==> config.mk <==
export PLATFORM = sky130hd
export DESIGN_NAME = aes_stream_cipher_flat
export DESIGN_NICKNAME = d
export VERILOG_FILES = /design/src/rtl/aes_stream_cipher_if.sv /design/src/rtl/aes_stream_cipher.sv /design/src/flat_wrapper.sv
export SDC_FILE = /design/constraint.sdc
export NUM_CORES = 1
export LEC_CHECK = 0
export CAP_MARGIN = 20
export CORE_UTILIZATION = 40
export CTS_CLUSTER_DIAMETER = 100
export CTS_CLUSTER_SIZE = 40
export DETAILED_ROUTE_END_ITERATION = 10
export PLACE_DENSITY = 0.67
export RECOVER_POWER = 25
export SYNTH_ARGS = -nofsm -noshare
export SYNTH_HDL_FRONTEND = slang
export SYNTH_SLANG_ARGS = --single-unit
export TNS_END_PERCENT = 100
==> constraint.sdc <==
create_clock -name clk -period 7.3 [get_ports clk]
set_input_delay 1.095 -clock clk [delete_from_list [all_inputs] [get_ports clk]]
set_output_delay 1.095 -clock clk [all_outputs]
set_load 0.005 [all_outputs]
==> src/rtl/aes_stream_cipher_if.sv <==
// Valid/ready stream bundle for aes_stream_cipher: input beats towards the
// cipher and result beats back to the sink.
interface aes_stream_cipher_if #(
    parameter int DATA_BYTES = 1
);
    logic                    valid_in;
    logic                    ready_in;
    logic [8*DATA_BYTES-1:0] data_in;
    logic                    valid_out;
    logic                    ready_out;
    logic [8*DATA_BYTES-1:0] data_out;

    modport master (
        output valid_in, data_in, ready_out,
        input  ready_in, valid_out, data_out
    );

    modport slave (
        input  valid_in, data_in, ready_out,
        output ready_in, valid_out, data_out
    );
endinterface

==> src/rtl/aes_stream_cipher.sv <==
// Byte-oriented keyed XOR/rotate stream cipher with a two-stage stallable
// pipeline; key and mode are captured per message by new_message.
module aes_stream_cipher #(
    parameter int DATA_BYTES = 1,
    parameter int KEY_BYTES  = 4
) (
    input  logic                   clk,
    input  logic                   reset,
    input  logic                   new_message,
    input  logic                   mode,
    input  logic [8*KEY_BYTES-1:0] key,
    aes_stream_cipher_if.slave     bus
);
    localparam int         DW           = 8 * DATA_BYTES;
    localparam int         KW           = 8 * KEY_BYTES;
    localparam logic [7:0] KEY_BYTES_B  = 8'(KEY_BYTES);
    localparam logic [7:0] DATA_BYTES_B = 8'(DATA_BYTES);

    logic [KW-1:0] key_r;
    logic          mode_r;
    logic [7:0]    idx_r;

    logic          s1_valid_r;
    logic [DW-1:0] s1_data_r;
    logic [DW-1:0] s1_ks_r;
    logic          s1_mode_r;
    logic          s2_valid_r;
    logic [DW-1:0] s2_data_r;

    logic          en_s;
    logic          accept_s;
    logic [KW-1:0] key_eff_s;
    logic          mode_eff_s;
    logic [7:0]    idx_base_s;
    logic [DW-1:0] ks_s;
    logic [DW-1:0] result_s;

    function automatic logic [7:0] key_byte(input logic [KW-1:0] k, input logic [7:0] sel);
        logic [7:0] b;
        b = 8'h00;
        for (int n = 0; n < KEY_BYTES; n++) begin
            b = (sel == 8'(n)) ? k[8*n +: 8] : b;
        end
        return b;
    endfunction

    function automatic logic [7:0] ks_byte(input logic [KW-1:0] k, input logic [7:0] i);
        return key_byte(k, i % KEY_BYTES_B) + i;
    endfunction

    function automatic logic [7:0] crypt_byte(input logic [7:0] d, input logic [7:0] ks, input logic m);
        logic [7:0] x;
        logic [7:0] y;
        if (m == 1'b0) begin
            x = d ^ ks;
            y = {x[4:0], x[7:5]};
        end else begin
            x = {d[2:0], d[7:3]};
            y = x ^ ks;
        end
        return y;
    endfunction

    // Handshake, effective message context and per-lane keystream/result.
    always_comb begin
        en_s       = !s2_valid_r || bus.ready_out;
        accept_s   = bus.valid_in && en_s;
        // A beat arriving with new_message already belongs to the new message.
        key_eff_s  = new_message ? key  : key_r;
        mode_eff_s = new_message ? mode : mode_r;
        idx_base_s = new_message ? 8'h00 : idx_r;
        ks_s       = {DW{1'b0}};
        result_s   = {DW{1'b0}};
        for (int j = 0; j < DATA_BYTES; j++) begin
            ks_s[8*j +: 8]     = ks_byte(key_eff_s, idx_base_s + 8'(j));
            result_s[8*j +: 8] = crypt_byte(s1_data_r[8*j +: 8], s1_ks_r[8*j +: 8], s1_mode_r);
        end
    end

    // Message context: key, mode and stream byte index.
    always_ff @(posedge clk or posedge reset) begin
        if (reset) begin
            key_r  <= {KW{1'b0}};
            mode_r <= 1'b0;
            idx_r  <= 8'h00;
        end else if (new_message) begin
            key_r  <= key;
            mode_r <= mode;
            idx_r  <= accept_s ? DATA_BYTES_B : 8'h00;
        end else if (accept_s) begin
            idx_r  <= idx_r + DATA_BYTES_B;
        end else begin
            idx_r  <= idx_r;
        end
    end

    // Two pipeline stages, both frozen while the sink holds off a result.
    always_ff @(posedge clk or posedge reset) begin
        if (reset) begin
            s1_valid_r <= 1'b0;
            s1_data_r  <= {DW{1'b0}};
            s1_ks_r    <= {DW{1'b0}};
            s1_mode_r  <= 1'b0;
            s2_valid_r <= 1'b0;
            s2_data_r  <= {DW{1'b0}};
        end else if (en_s) begin
            s1_valid_r <= accept_s;
            if (accept_s) begin
                s1_data_r <= bus.data_in;
                s1_ks_r   <= ks_s;
                s1_mode_r <= mode_eff_s;
            end else begin
                s1_data_r <= s1_data_r;
            end
            s2_valid_r <= s1_valid_r;
            if (s1_valid_r) begin
                s2_data_r <= result_s;
            end else begin
                s2_data_r <= s2_data_r;
            end
        end else begin
            s2_valid_r <= s2_valid_r;
        end
    end

    assign bus.ready_in  = en_s;
    assign bus.valid_out = s2_valid_r;
    assign bus.data_out  = s2_data_r;
endmodule

==> src/flat_wrapper.sv <==
// flat-port wrapper written by rule: the top's interface ports become plain ports
module aes_stream_cipher_flat 
#(
    parameter int DATA_BYTES = 1,
    parameter int KEY_BYTES  = 4
)
  (clk, reset, new_message, mode, key, bus_valid_in, bus_data_in, bus_ready_out, bus_ready_in, bus_valid_out, bus_data_out);
  aes_stream_cipher_if #(.DATA_BYTES(DATA_BYTES)) bus_i ();
  input  logic clk;
  input  logic reset;
  input  logic new_message;
  input  logic mode;
  input  logic [8*KEY_BYTES-1:0] key;
  input wire logic [$bits(bus_i.valid_in)-1:0] bus_valid_in;
  input wire logic [$bits(bus_i.data_in)-1:0] bus_data_in;
  input wire logic [$bits(bus_i.ready_out)-1:0] bus_ready_out;
  output wire logic [$bits(bus_i.ready_in)-1:0] bus_ready_in;
  output wire logic [$bits(bus_i.valid_out)-1:0] bus_valid_out;
  output wire logic [$bits(bus_i.data_out)-1:0] bus_data_out;
  assign bus_i.valid_in = bus_valid_in;
  assign bus_i.data_in = bus_data_in;
  assign bus_i.ready_out = bus_ready_out;
  assign bus_ready_in = bus_i.ready_in;
  assign bus_valid_out = bus_i.valid_out;
  assign bus_data_out = bus_i.data_out;
  aes_stream_cipher #(.DATA_BYTES(DATA_BYTES), .KEY_BYTES(KEY_BYTES)) u_core (.clk(clk), .reset(reset), .new_message(new_message), .mode(mode), .key(key), .bus(bus_i));
endmodule
Word level (Yosys, flattened, before mapping)
Index checks and enable logic that the tools add are counted.
- flip-flop bits (word level): 68
- input port bits: 46
- output and inout port bits: 10
- word-level logic and storage cells: 34
- add/subtract/negate cells: 2
- equal/unequal tests: 3
- multiplexer cells: 11
- bitwise operators: 2
- reductions and logical operators: 7
- operators with widths (kind ; number):
    $mux W8 ; 8
    $mux W32 ; 1
    $xor A8 B8 Y8 ; 2
    $add A8 B1 Y8 const B ; 1
    $add A8 B8 Y8 ; 1
    $logic_not A8 Y1 ; 1
    $eq A2 B2 Y1 const B ; 2
    $reduce_and A2 Y1 ; 2
    $eq A2 B1 Y1 const B ; 1
    $mux W1 ; 2
    $reduce_bool A2 Y1 ; 1
    $logic_and A1 B1 Y1 ; 1
    $logic_not A1 Y1 ; 1
    $logic_or A1 B1 Y1 ; 1

Longest topological paths before layout
Gate-level depths: netlist of run 1.
- depth in word-level cells: 7
- gate-level depth with buffers: 13
- mapped depth without buffers: 11

Worst setup path before layout of run 1
No wires, ideal clock.
- kind: input to register
- from: input port new_message
- to: register u_core.s1_ks_r[6]
- data arrival time: 3.258 ns
- data required time: 7.177 ns
- path slack: 3.919 ns
- cell stages on the path: 12
- cell sequence: buf_2 > buf_6 > buf_4 > nor2b_1 > o21ai_0 > ha_1 > fa_1 > a21o_1 > a21oi_1 > o21bai_1 > mux2i_1 > nand2_1
- cells in the longest elaborated chain, start to end: 7
- elaborated cells on any way between the ends: 11
- those cells by class: add/sub: 1; eq/ne: 3; mux: 6; reduce/logical: 1
- ends and longest elaborated chain (item ; line ; text):
    from (decl) ; flat_wrapper.sv:11 ; input logic new_message;
    $mux W8 ; aes_stream_cipher.sv:71 ; idx_base_s = new_message ? 8'h00 : idx_r;
    $logic_not A8 Y1 ; aes_stream_cipher.sv:42 ; b = (sel == 8'(n)) ? k[8*n +: 8] : b;
    $mux W8 (4 in series) ; aes_stream_cipher.sv:42 ;
    $add A8 B8 Y8 (*) ; aes_stream_cipher.sv:48 ; return key_byte(k, i % KEY_BYTES_B) + i;
    to (signal assigned) ; aes_stream_cipher.sv:102 ; s1_ks_r <= {DW{1'b0}};
    to (signal assigned) ; aes_stream_cipher.sv:110 ; s1_ks_r <= ks_s;
    to (decl) ; aes_stream_cipher.sv:25 ; logic [DW-1:0] s1_ks_r;
Every way passes the cells marked *; elsewhere a longest branch is shown, timed or not.
A chain may end at the register's enable or synchronous reset.

==> impl_metrics.yaml, run 1 <==
worst_setup_path:
  worstPathMaxFanout: 68
  reg2reg_from: "u_core.idx_r[1]$_DFFE_PP0P_"
  crit_arrival_ns: 4.19
  crit_type: "input pin to async pin"
  regToRegSetupSlack_ns: 4.44
  startpoint_type: "input pin"
  r2r.worst_path.cells: 9
  end_kind: "async pin"
  rr_endpoint: "u_core.s1_ks_r[6]$_DFFE_PP0P_"
  cp.required_ns: 6.94
pwr:
  p_sw_mw: 0.302
  p_comb_share_pct: 25.0
  p_total_mw: 1.05
  pwr-share-seq_pct: 47.4
  pwr-share-clk_pct: 27.6
  p_sw_share_pct: 28.6
  power.density_nw_per_um2: 249
  peakVddDrop_v: 0.000157
  internal_power_mw: 0.751
  cellLeakagePower_nw: 1.88
die:
  die_h_um: 95.0
  initial_core_util_pct: 41.7
  die_w_um: 95.0
  core-area_um2: 8300
  fp-row-count: 33
  ioPinCount: 56
  dieArea_um2: 9020
sta:
  period_needed_ns: 4.54
  fin_setup_tns_ns: 0
  fmax_ghz: 0.220
  finalWorstSetupSlack_ns: 2.76
  setup_viol: 0
  finalHoldViolCount: 0
  finalMaxSlewViolations: 69
  fin_skew_ns: 0.00601
  fin_hold_ws_ns: 0.478
  worstMarginPinSlew_ns: 3.54
  fin_crit_sh_pct: 62.2
  rsz0062_at_grt: "false"
  slew_headroom_pct: -136
drt:
  final_antenna_net_count: 0
  num_vias: 2421
  finalWirelength_um: 6590
  drcViolationCount: 0
  vias_per_cell: 4.94
  drt_iter0_markers: 74
  wl_per_cell_um: 13.5
  firstDrtPassIters: 4
synth:
  ys_seq_area_share_pct: 49.2
  yosys.area_share.xor_xnor_pct: 6.84
  synthMuxAreaShare_pct: 14.4
  yosys_warnings: 0
  synth_nets: 385
  synth_top_family_by_area: "multiplexers"
  synth-seq-cells: 68
  ys.flop_type: "dfrtp_1"
  synthCells: 330
  synth_cell_types: 38
  syn_area_um2: 3460
  async_flop_share_pct: 100
  avgSynthCellArea_um2: 10.5
  synth_compound_gate_area_share_pct: 8.72
  synth-edff-count: 0
  synthAdderAreaFrac_pct: 3.47
  yosys.area_share.simple_pct: 13.4
cells_and_area:
  drive_gt1_share_pct: 12.5
  n_fill_cell: 780
  nNetsFinal: 436
  fin_cells: 490
  finalInstanceArea_um2: 4230
  multiInputGateArea_um2: 1620
  seq_area_um2: 1700
  n_antenna_cell: 0
  area_growth_pct: 22.3
  utilization_pct: 50.9
global_route:
  grt_max_degree: 69
  grtUsageTotal_pct: 16.6
  grt_pass1_wl_um: 11300
  antenna_found_initial: 0
  grt_overflow: 0
  grt_pass1_vias: 2393
clocking:
  cts_sinks: 68
  cts_tree: "built"
  cts_setup_buffers: 0
  clk_path_buf_depth: 2
  clk_latency_ns: 0.34
  cts_hold_buf: 0
  cts_resized: 0
  cts_root_buffer: "clkbuf_8"
  cts_buffers: 9
  h-tree-depth: 3
  clk_pin_slew_ns: 0.07
placed_design:
  dp_slack_ns: 2.98
  placed_area_um2: 4040
  place_inst: 475
  port_buffers: 55
  dp_hpwl_um: 4650
  gp_congestion: 0.766
run:
  drv_cap: 1
worst_hold_path:
  hold_path.class: "register to register"
  whs_endpoint: "u_core.bus.data_out[5]$_DFFE_PP0P_"
  hold_path.startpoint: "u_core.bus.data_out[5]$_DFFE_PP0P_"
  hold-path-cell-count: 2
outcome:
  violations: "capacitance limit, slew limit"
  status: "complete, but fails checks"
==> power by group through the flow <==
| stage | Clock (mW) | Combinational (mW) | Sequential, mW |
|---|---|---|---|
| 3_3_place_gp | 0 | 0.264 | 0.503 |
| 4_1_cts | 0.302 | 0.268 | 0.501 |
| 3_5_place_dp | 0 | 0.267 | 0.508 |
| 6_report | 0.291 | 0.263 | 0.499 |
| 5_1_grt | 0.322 | 0.300 | 0.509 |
| 2_1_floorplan | 0 | 0.179 | 0.487 |
==> routing by layer <==
metal	vias to the layer above	track usage, %	share of wire [%]
met4	0	6.06	1.6
met1	1131	21.4	48
met5	-	0	0
met2	61	26.7	47
li1	1215	-	-
met3	14	4.43	4.0
==> worst max-delay path by stage <==
stage / to / slack (ns) / depth (start not counted) / from
final: u_core.idx_r[1]$_DFFE_PP0P_ / 2.76 / 3 / reset
after global routing: u_core.idx_r[5]$_DFFE_PP0P_ / 1.91 / 3 / reset
after CTS: u_core.s1_ks_r[6]$_DFFE_PP0P_ / 3.33 / 12 / new_message
after detailed placement: u_core.s1_ks_r[6]$_DFFE_PP0P_ / 2.98 / 12 / new_message
after global placement: u_core.s1_ks_r[6]$_DFFE_PP0P_ / 3.06 / 12 / new_message
after floorplan: u_core.s1_ks_r[6]$_DFFE_PP0P_ / 3.92 / 12 / new_message
==> area by class of cell <==
type                    instances  share of cell area [%]
flip-flops and latches         68                    40.2
multi-input cells             236                    38.3
repair buffers                 56                    13.0
clock buffers                  14                    4.32
well taps                     105                    3.11
inverters                      10                   0.888
clock inverters                 1                   0.118
==> cell usage after synthesis, types with 2 or more instances <==
| library cell | instances | area [µm²] |
|---|---|---|
| a21o_1 | 2 | 15.0 |
| nand4_1 | 2 | 12.5 |
| buf_6 | 2 | 22.5 |
| dfrtp_1 | 68 | 1700 |
| nand2_1 | 59 | 221 |
| mux2_2 | 31 | 349 |
| buf_4 | 4 | 30.0 |
| xnor2_1 | 13 | 114 |
| nor3b_1 | 5 | 37.5 |
| xor2_1 | 14 | 123 |
| nor2_1 | 15 | 56.3 |
| nor2b_1 | 6 | 37.5 |
| a21oi_1 | 13 | 65.1 |
| clkbuf_1 | 3 | 11.3 |
| ha_1 | 8 | 100 |
| inv_1 | 10 | 37.5 |
| o21bai_1 | 2 | 15.0 |
| nor3_1 | 2 | 10.0 |
| a211oi_1 | 2 | 15.0 |
| nand2b_1 | 3 | 18.8 |
| a22oi_1 | 5 | 37.5 |
| mux2i_1 | 15 | 150 |
| and3_1 | 2 | 12.5 |
| buf_2 | 6 | 30.0 |
| o21ai_0 | 25 | 125 |
==> sequential cells by signal (all words and copies together), names as in the netlist <==
signal / count
u_core.bus.data_out: 8
u_core.bus.valid_out: 1
u_core.s1_data_r: 8
u_core.s1_ks_r: 8
u_core.idx_r: 8
u_core.s1_valid_r: 1
u_core.s1_mode_r: 1
u_core.mode_r: 1
u_core.key_r: 32
==> cell families after synthesis <==
| logic type | Yosys count |
|---|---|
| adder cells (fa/ha/maj) | 9 |
| XOR/XNOR | 27 |
| AND/OR/NAND/NOR | 101 |
| AO/OA/AOI/OAI | 53 |
| buffers and inverters | 26 |
| multiplexers | 46 |
| flip-flops | 68 |
==> placed cells by master, fill, tap and decap left out, types with 9 or more instances in the layout <==
master           netlist  layout
xor2_1                14      14
a21oi_1               13      13
clkbuf_8               0      13
dfrtp_1               68      68
nand2_1               59      59
nor2_1                15      15
clkdlybuf4s50_1        0      52
inv_1                 10       9
xnor2_1               13      13
mux2_2                31      31
o21ai_0               25      25
mux2i_1               15      15
==> worst max-delay path, cell delays in order <==
cell,delay [ns]
dlygate4sd3_1,0.53
clkinv_1,0.04
clkbuf_1,2.49
Note: power is estimated with default switching activity, not from simulation.
==> run 2: changes to the inputs <==
clock period = 4.2 ns   (was 7.3 ns; I/O delays follow)
==> run 2 against run 1 <==
The run still ends with capacitance limit, slew limit left. Utilization down 0.18 points. Die area unchanged. First-iteration DRC count down 5.4%. Clock skew up 0.0035 ns. Sequential cell count unchanged. Worst hold slack worse by 0.00081 ns. Non-clock buffer count up 3. Via count up 0.41%. Critical path depth up 10. Clock power up 52%.
==> impl_metrics.yaml, run 2 (synthesis gave the netlist of run 1 again) <==
pwr:
  p_total_mw: 1.77
  peakVddDrop_v: 0.000217
  cellLeakagePower_nw: 1.88
  power.density_nw_per_um2: 420
worst_setup_path:
  reg2reg_from: "u_core.idx_r[1]$_DFFE_PP0P_"
  slowest_stage: "mux2_2"
  crit_arrival_ns: 3.14
  crit_type: "input pin to register"
  crit_path_start: "new_message"
  critPathBufInv: 2
  slowest_delay_ns: 0.37
  regToRegSetupSlack_ns: 1.36
  crit_family: "buffers and inverters"
  cp-endpoint: "u_core.s1_ks_r[7]$_DFFE_PP0P_"
  rr_endpoint: "u_core.s1_ks_r[6]$_DFFE_PP0P_"
  end_kind: "register"
  cpMostUsedCell: "o21ai_0"
  r2r.worst_path.cells: 9
  cp_cell_sequence: "buf_2 > buf_4 > mux2_2 > mux2i_1 > nand2_1 > o21ai_0 > a22oi_1 > ha_1 > nor3_1 > o21ai_0 > a31oi_1 > xnor2_1 > o21ai_1"
  startpoint_type: "input pin"
  worstPathMaxFanout: 21
  cp.required_ns: 4.40
  cp.depth: 13
clocking:
  h-tree-depth: 3
  cts_buffers: 9
  cts_resized: 0
  clk_pin_slew_ns: 0.07
  clk_latency_ns: 0.35
  cts_root_buffer: "clkbuf_8"
  cts_hold_buf: 0
  cts_setup_buffers: 0
  clk_path_buf_depth: 2
  cts_tree: "built"
  cts_sinks: 68
global_route:
  grt_max_degree: 52
  antenna_found_initial: 0
  grt_pass1_wl_um: 11400
  grtUsageTotal_pct: 16.9
  grt_pass1_vias: 2382
  grt_overflow: 0
sta:
  setup_viol: 0
  fin_hold_ws_ns: 0.477
  fin_setup_tns_ns: 0
  finalMaxSlewViolations: 34
  finalWorstSetupSlack_ns: 1.26
  rsz0062_at_grt: "false"
  slew_headroom_pct: -17.7
  worstMarginPinSlew_ns: 1.77
  finalHoldViolCount: 0
  fin_crit_sh_pct: 70.0
  fmax_ghz: 0.340
  fin_skew_ns: 0.00956
  period_needed_ns: 2.94
outcome:
  violations: "capacitance limit, slew limit"
  status: "complete, but fails checks"
placed_design:
  dp_slack_ns: 0.917
  gp_congestion: 0.779
  port_buffers: 55
  dp_hpwl_um: 4850
drt:
  wl_per_cell_um: 13.6
  drcViolationCount: 0
  vias_per_cell: 4.93
  finalWirelength_um: 6700
  firstDrtPassIters: 4
  final_antenna_net_count: 0
  drt_iter0_markers: 70
  num_vias: 2431
cells_and_area:
  layout_commonest_cell: "dfrtp_1"
  top_register: "u_core.key_r"
  n_fill_cell: 794
  seq_area_um2: 1700
  drive_gt1_share_pct: 12.6
  area_growth_pct: 21.9
  n_antenna_cell: 0
  layout_common_cells: "dfrtp_1, nand2_1, clkdlybuf4s50_1"
  utilization_pct: 50.8
  nNetsFinal: 439
  multiInputGateArea_um2: 1620
  largest_register_ffs: 32
die:
  initial_core_util_pct: 41.7
  ioPinCount: 56
  fp-row-count: 33
  die_h_um: 95.0
  core-area_um2: 8300
  dieArea_um2: 9020
  die_w_um: 95.0
run:
  drv_cap: 1
worst_hold_path:
  hold_path.class: "register to register"
run 2: changes by cell type in the layout (fill, tap and decap cells not counted):
cell	change
buf_4	+3
clkbuf_8	-4
clkinv_1	-1
dlygate4sd3_1	-1
clkinv_2	+2
inv_1	+1
clkbuf_1	+2
clkdlybuf4s50_1	+1
run 2: worst min-delay path by stage:
stage               slack (ns)                               start  cells after the start                            endpoint
floorplan                 0.44       u_core.s1_valid_r$_DFFE_PP0N_                      2    u_core.bus.valid_out$_DFFE_PP0N_
global placement          0.45       u_core.s1_valid_r$_DFFE_PP0N_                      2    u_core.bus.valid_out$_DFFE_PP0N_
detailed placement        0.47       u_core.s1_valid_r$_DFFE_PP0N_                      2    u_core.bus.valid_out$_DFFE_PP0N_
CTS                       0.48       u_core.s1_valid_r$_DFFE_PP0N_                      2    u_core.bus.valid_out$_DFFE_PP0N_
global route              0.51  u_core.bus.data_out[4]$_DFFE_PP0P_                      2  u_core.bus.data_out[4]$_DFFE_PP0P_
finish                    0.48  u_core.bus.data_out[7]$_DFFE_PP0P_                      2  u_core.bus.data_out[7]$_DFFE_PP0P_
run 2: stage by stage:
stage | std cells | cell area, µm²
4_1_cts | 492 | 4210
6_report | 493 | 4210
3_3_place_gp | 477 | 4060
5_1_grt | 493 | 4210
3_5_place_dp | 477 | 4060
2_1_floorplan | 330 | 3460
run 2: worst register-to-register path: stages, from the launching register on:
cell and delay [ns]:
dfrtp_1 0.71, nor2b_1 0.44, o21ai_0 0.17, ha_1 0.25
fa_1 0.42, a21o_1 0.18, a21oi_1 0.23, o21bai_1 0.11
mux2i_1 0.16, nand2_1 0.06
run 2: metal layers:
layer,up-vias,track usage [%],wire length [µm]
li1,1224,-,-
met1,1145,22.2,3300
met2,52,26.2,3060
met3,10,4.19,243
met4,0,7.45,100
met5,-,0,0
run 2: cell type report:
type	instances	area share, %
flip-flops and latches	68	40.4
multi-input cells	236	38.5
repair buffers	59	13.6
clock buffers	12	3.21
well taps	105	3.12
inverters	10	0.891
clock inverters	3	0.356
run 2: report_power, final:
part	total (mW)	leakage, nW	internal, mW	switching, mW
clock network	0.442	0.0800	0.208	0.233
registers	0.865	0.826	0.767	0.0984
logic	0.462	0.975	0.265	0.197
==> run 3: changes to the inputs <==
PLACE_DENSITY = 0.69   (was 0.67)
clock period = 2.6 ns   (was 4.2 ns; I/O delays follow)
==> run 3 against run 2 <==
The run now ends clean. Clock power is 71% higher. Largest power group unchanged. Non-clock buffer count is 21 higher. Sequential power is 60% higher. Clock skew is 0.0035 ns lower. Critical path depth is 1 lower. Count of clock-buffer cells in the layout is 1 higher.
==> impl_metrics.yaml, run 3 (synthesis gave the netlist of run 1 again) <==
worst_setup_path:
  crit_path_start: "key[26]"
  slowest_stage: "clkdlybuf4s50_1"
  startpoint_type: "input pin"
  regToRegSetupSlack_ns: 0.26
  crit_type: "input pin to register"
  critPathBufInv: 1
  end_kind: "register"
  cpMostUsedCell: "o21ai_0"
  cp_cell_sequence: "clkdlybuf4s50_1 > mux2_1 > mux2i_1 > nand2_1 > o21ai_1 > a22oi_1 > ha_1 > o21ai_0 > o21bai_1 > a21oi_1 > xor2_1 > o21ai_0"
  reg2reg_from: "u_core.idx_r[0]$_DFFE_PP0P_"
  worstPathMaxFanout: 3
  crit_family: "compound AO/OA/AOI/OAI gates"
  slowest_delay_ns: 0.40
  crit_arrival_ns: 2.59
  cp.required_ns: 2.81
die:
  die_w_um: 95.0
  core-area_um2: 8300
  fp-row-count: 33
  ioPinCount: 56
  initial_core_util_pct: 41.7
  dieArea_um2: 9020
  die_h_um: 95.0
drt:
  final_antenna_net_count: 0
  drcViolationCount: 0
  drt_iter0_markers: 66
  wl_per_cell_um: 13.4
  num_vias: 2515
  firstDrtPassIters: 4
  finalWirelength_um: 6890
  vias_per_cell: 4.89
cells_and_area:
  n_fill_cell: 758
  largest_register_ffs: 32
  finalInstanceArea_um2: 4410
  drive_gt1_share_pct: 17.6
  n_antenna_cell: 0
  area_growth_pct: 27.6
  nNetsFinal: 460
  layout_common_cells: "dfrtp_1, nand2_1, clkdlybuf4s50_1"
  top_register: "u_core.key_r"
  layout_commonest_cell: "dfrtp_1"
global_route:
  grtUsageTotal_pct: 18.1
  grt_pass1_vias: 2751
  antenna_found_initial: 0
  grt_pass1_wl_um: 12500
  grt_max_degree: 34
  grt_overflow: 0
sta:
  worstMarginPinSlew_ns: 1.10
  fin_crit_sh_pct: 91.2
  slew_headroom_pct: 26.8
  fin_skew_ns: 0.00609
  period_needed_ns: 2.37
  finalHoldViolCount: 0
  setup_viol: 0
  rsz0062_at_grt: "false"
  fmax_ghz: 0.422
  finalMaxSlewViolations: 0
clocking:
  h-tree-depth: 3
  cts_buffers: 9
  clk_path_buf_depth: 2
  cts_root_buffer: "clkbuf_8"
  cts_tree: "built"
  cts_sinks: 68
  clk_latency_ns: 0.34
  cts_hold_buf: 0
  clk_pin_slew_ns: 0.06
placed_design:
  gp_congestion: 0.809
  port_buffers: 55
  placed_area_um2: 4240
  dp_hpwl_um: 5210
pwr:
  power.density_nw_per_um2: 671
  cellLeakagePower_nw: 2.00
  p_total_mw: 2.96
  peakVddDrop_v: 0.000277
outcome:
  status: "complete, no violations"
worst_hold_path:
  hold_path.startpoint: "u_core.bus.data_out[0]$_DFFE_PP0P_"
  hold_path.class: "register to register"
run:
  drv_cap: 0
run 3: changes by cell type in the layout (fill, tap and decap cells not counted), moves of 2 or more:
| cell | delta |
|---|---|
| o21ai_1 | +2 |
| dlygate4sd3_1 | +3 |
| mux2_2 | -2 |
| buf_4 | +20 |
| clkbuf_8 | +2 |
| o21ai_0 | -2 |
| clkdlybuf4s50_1 | -3 |
| mux2_1 | +2 |
run 3: what timing repair did:
| action | CTS | global route |
|---|---|---|
| setup buffers | 0 | 0 |
| hold endpoints to repair | 0 | 0 |
| setup endpoints to repair | 0 | 3 |
| resized for setup | 0 | 4 |
run 3: path summary, 6_finish.rpt:
kind	to	cells past startpoint
worst max-delay path	u_core.s1_ks_r[5]$_DFFE_PP0P_	12
worst min-delay path	u_core.bus.data_out[0]$_DFFE_PP0P_	2
worst max register to register	u_core.s1_ks_r[5]$_DFFE_PP0P_	10
worst min register to register	u_core.bus.data_out[0]$_DFFE_PP0P_	2
max in group asynchronous	u_core.idx_r[0]$_DFFE_PP0P_	3
min in group asynchronous	u_core.bus.valid_out$_DFFE_PP0N_	2
run 3: layout make-up:
| cell class | instances | area [µm²] | share of cell area (%) |
|---|---|---|---|
| multi-input combinational | 236 | 1630 | 36.9 |
| timing repair buffer | 80 | 742 | 16.8 |
| inverter | 10 | 37.5 | 0.851 |
| sequential | 68 | 1700 | 38.6 |
| tap | 105 | 131 | 2.98 |
| clock inverter | 2 | 10.0 | 0.227 |
| clock buffer | 13 | 159 | 3.60 |
run 3: report_power, final:
part	internal, mW	total, mW	leakage, nW	switching (mW)
registers	1.24	1.38	0.825	0.142
logic	0.472	0.824	1.09	0.351
clock network	0.390	0.755	0.0893	0.364
run 3: routing by layer:
layer / GRT usage, % / vias to the layer above / share of wire (%)
met3: 4.83 / 9 / 4.5
met5: 0 / - / 0
met4: 5.68 / 0 / 1.4
met1: 22.3 / 1189 / 46
met2: 30.9 / 52 / 48
li1: - / 1265 / -
run 3: worst reg2reg max path, cell delays in order (launching register included):
cell and delay (ns):
dfrtp_2 0.44, buf_4 0.20, nand2b_1 0.22, o21ai_1 0.15
a22oi_1 0.11, ha_1 0.36, o21ai_0 0.21, o21bai_1 0.09
a21oi_1 0.20, xor2_1 0.15, o21ai_0 0.08
run 3: metrics by stage:
| step | TNS [ns] | setup slack, ns | hold WS (ns) | instances | utilization, % |
|---|---|---|---|---|---|
| floorplan | 0 | 0.0198 | 0.436 | 330 | - |
| global placement | -0.322 | -0.103 | 0.460 | 499 | 51.1 |
| detailed placement | -0.449 | -0.156 | 0.466 | 499 | 51.1 |
| CTS | 0 | 0.130 | 0.457 | 514 | 53.1 |
| global route | 0 | 0.0145 | 0.504 | 514 | 53.1 |
| finish | 0 | 0.229 | 0.474 | 514 | 53.1 |
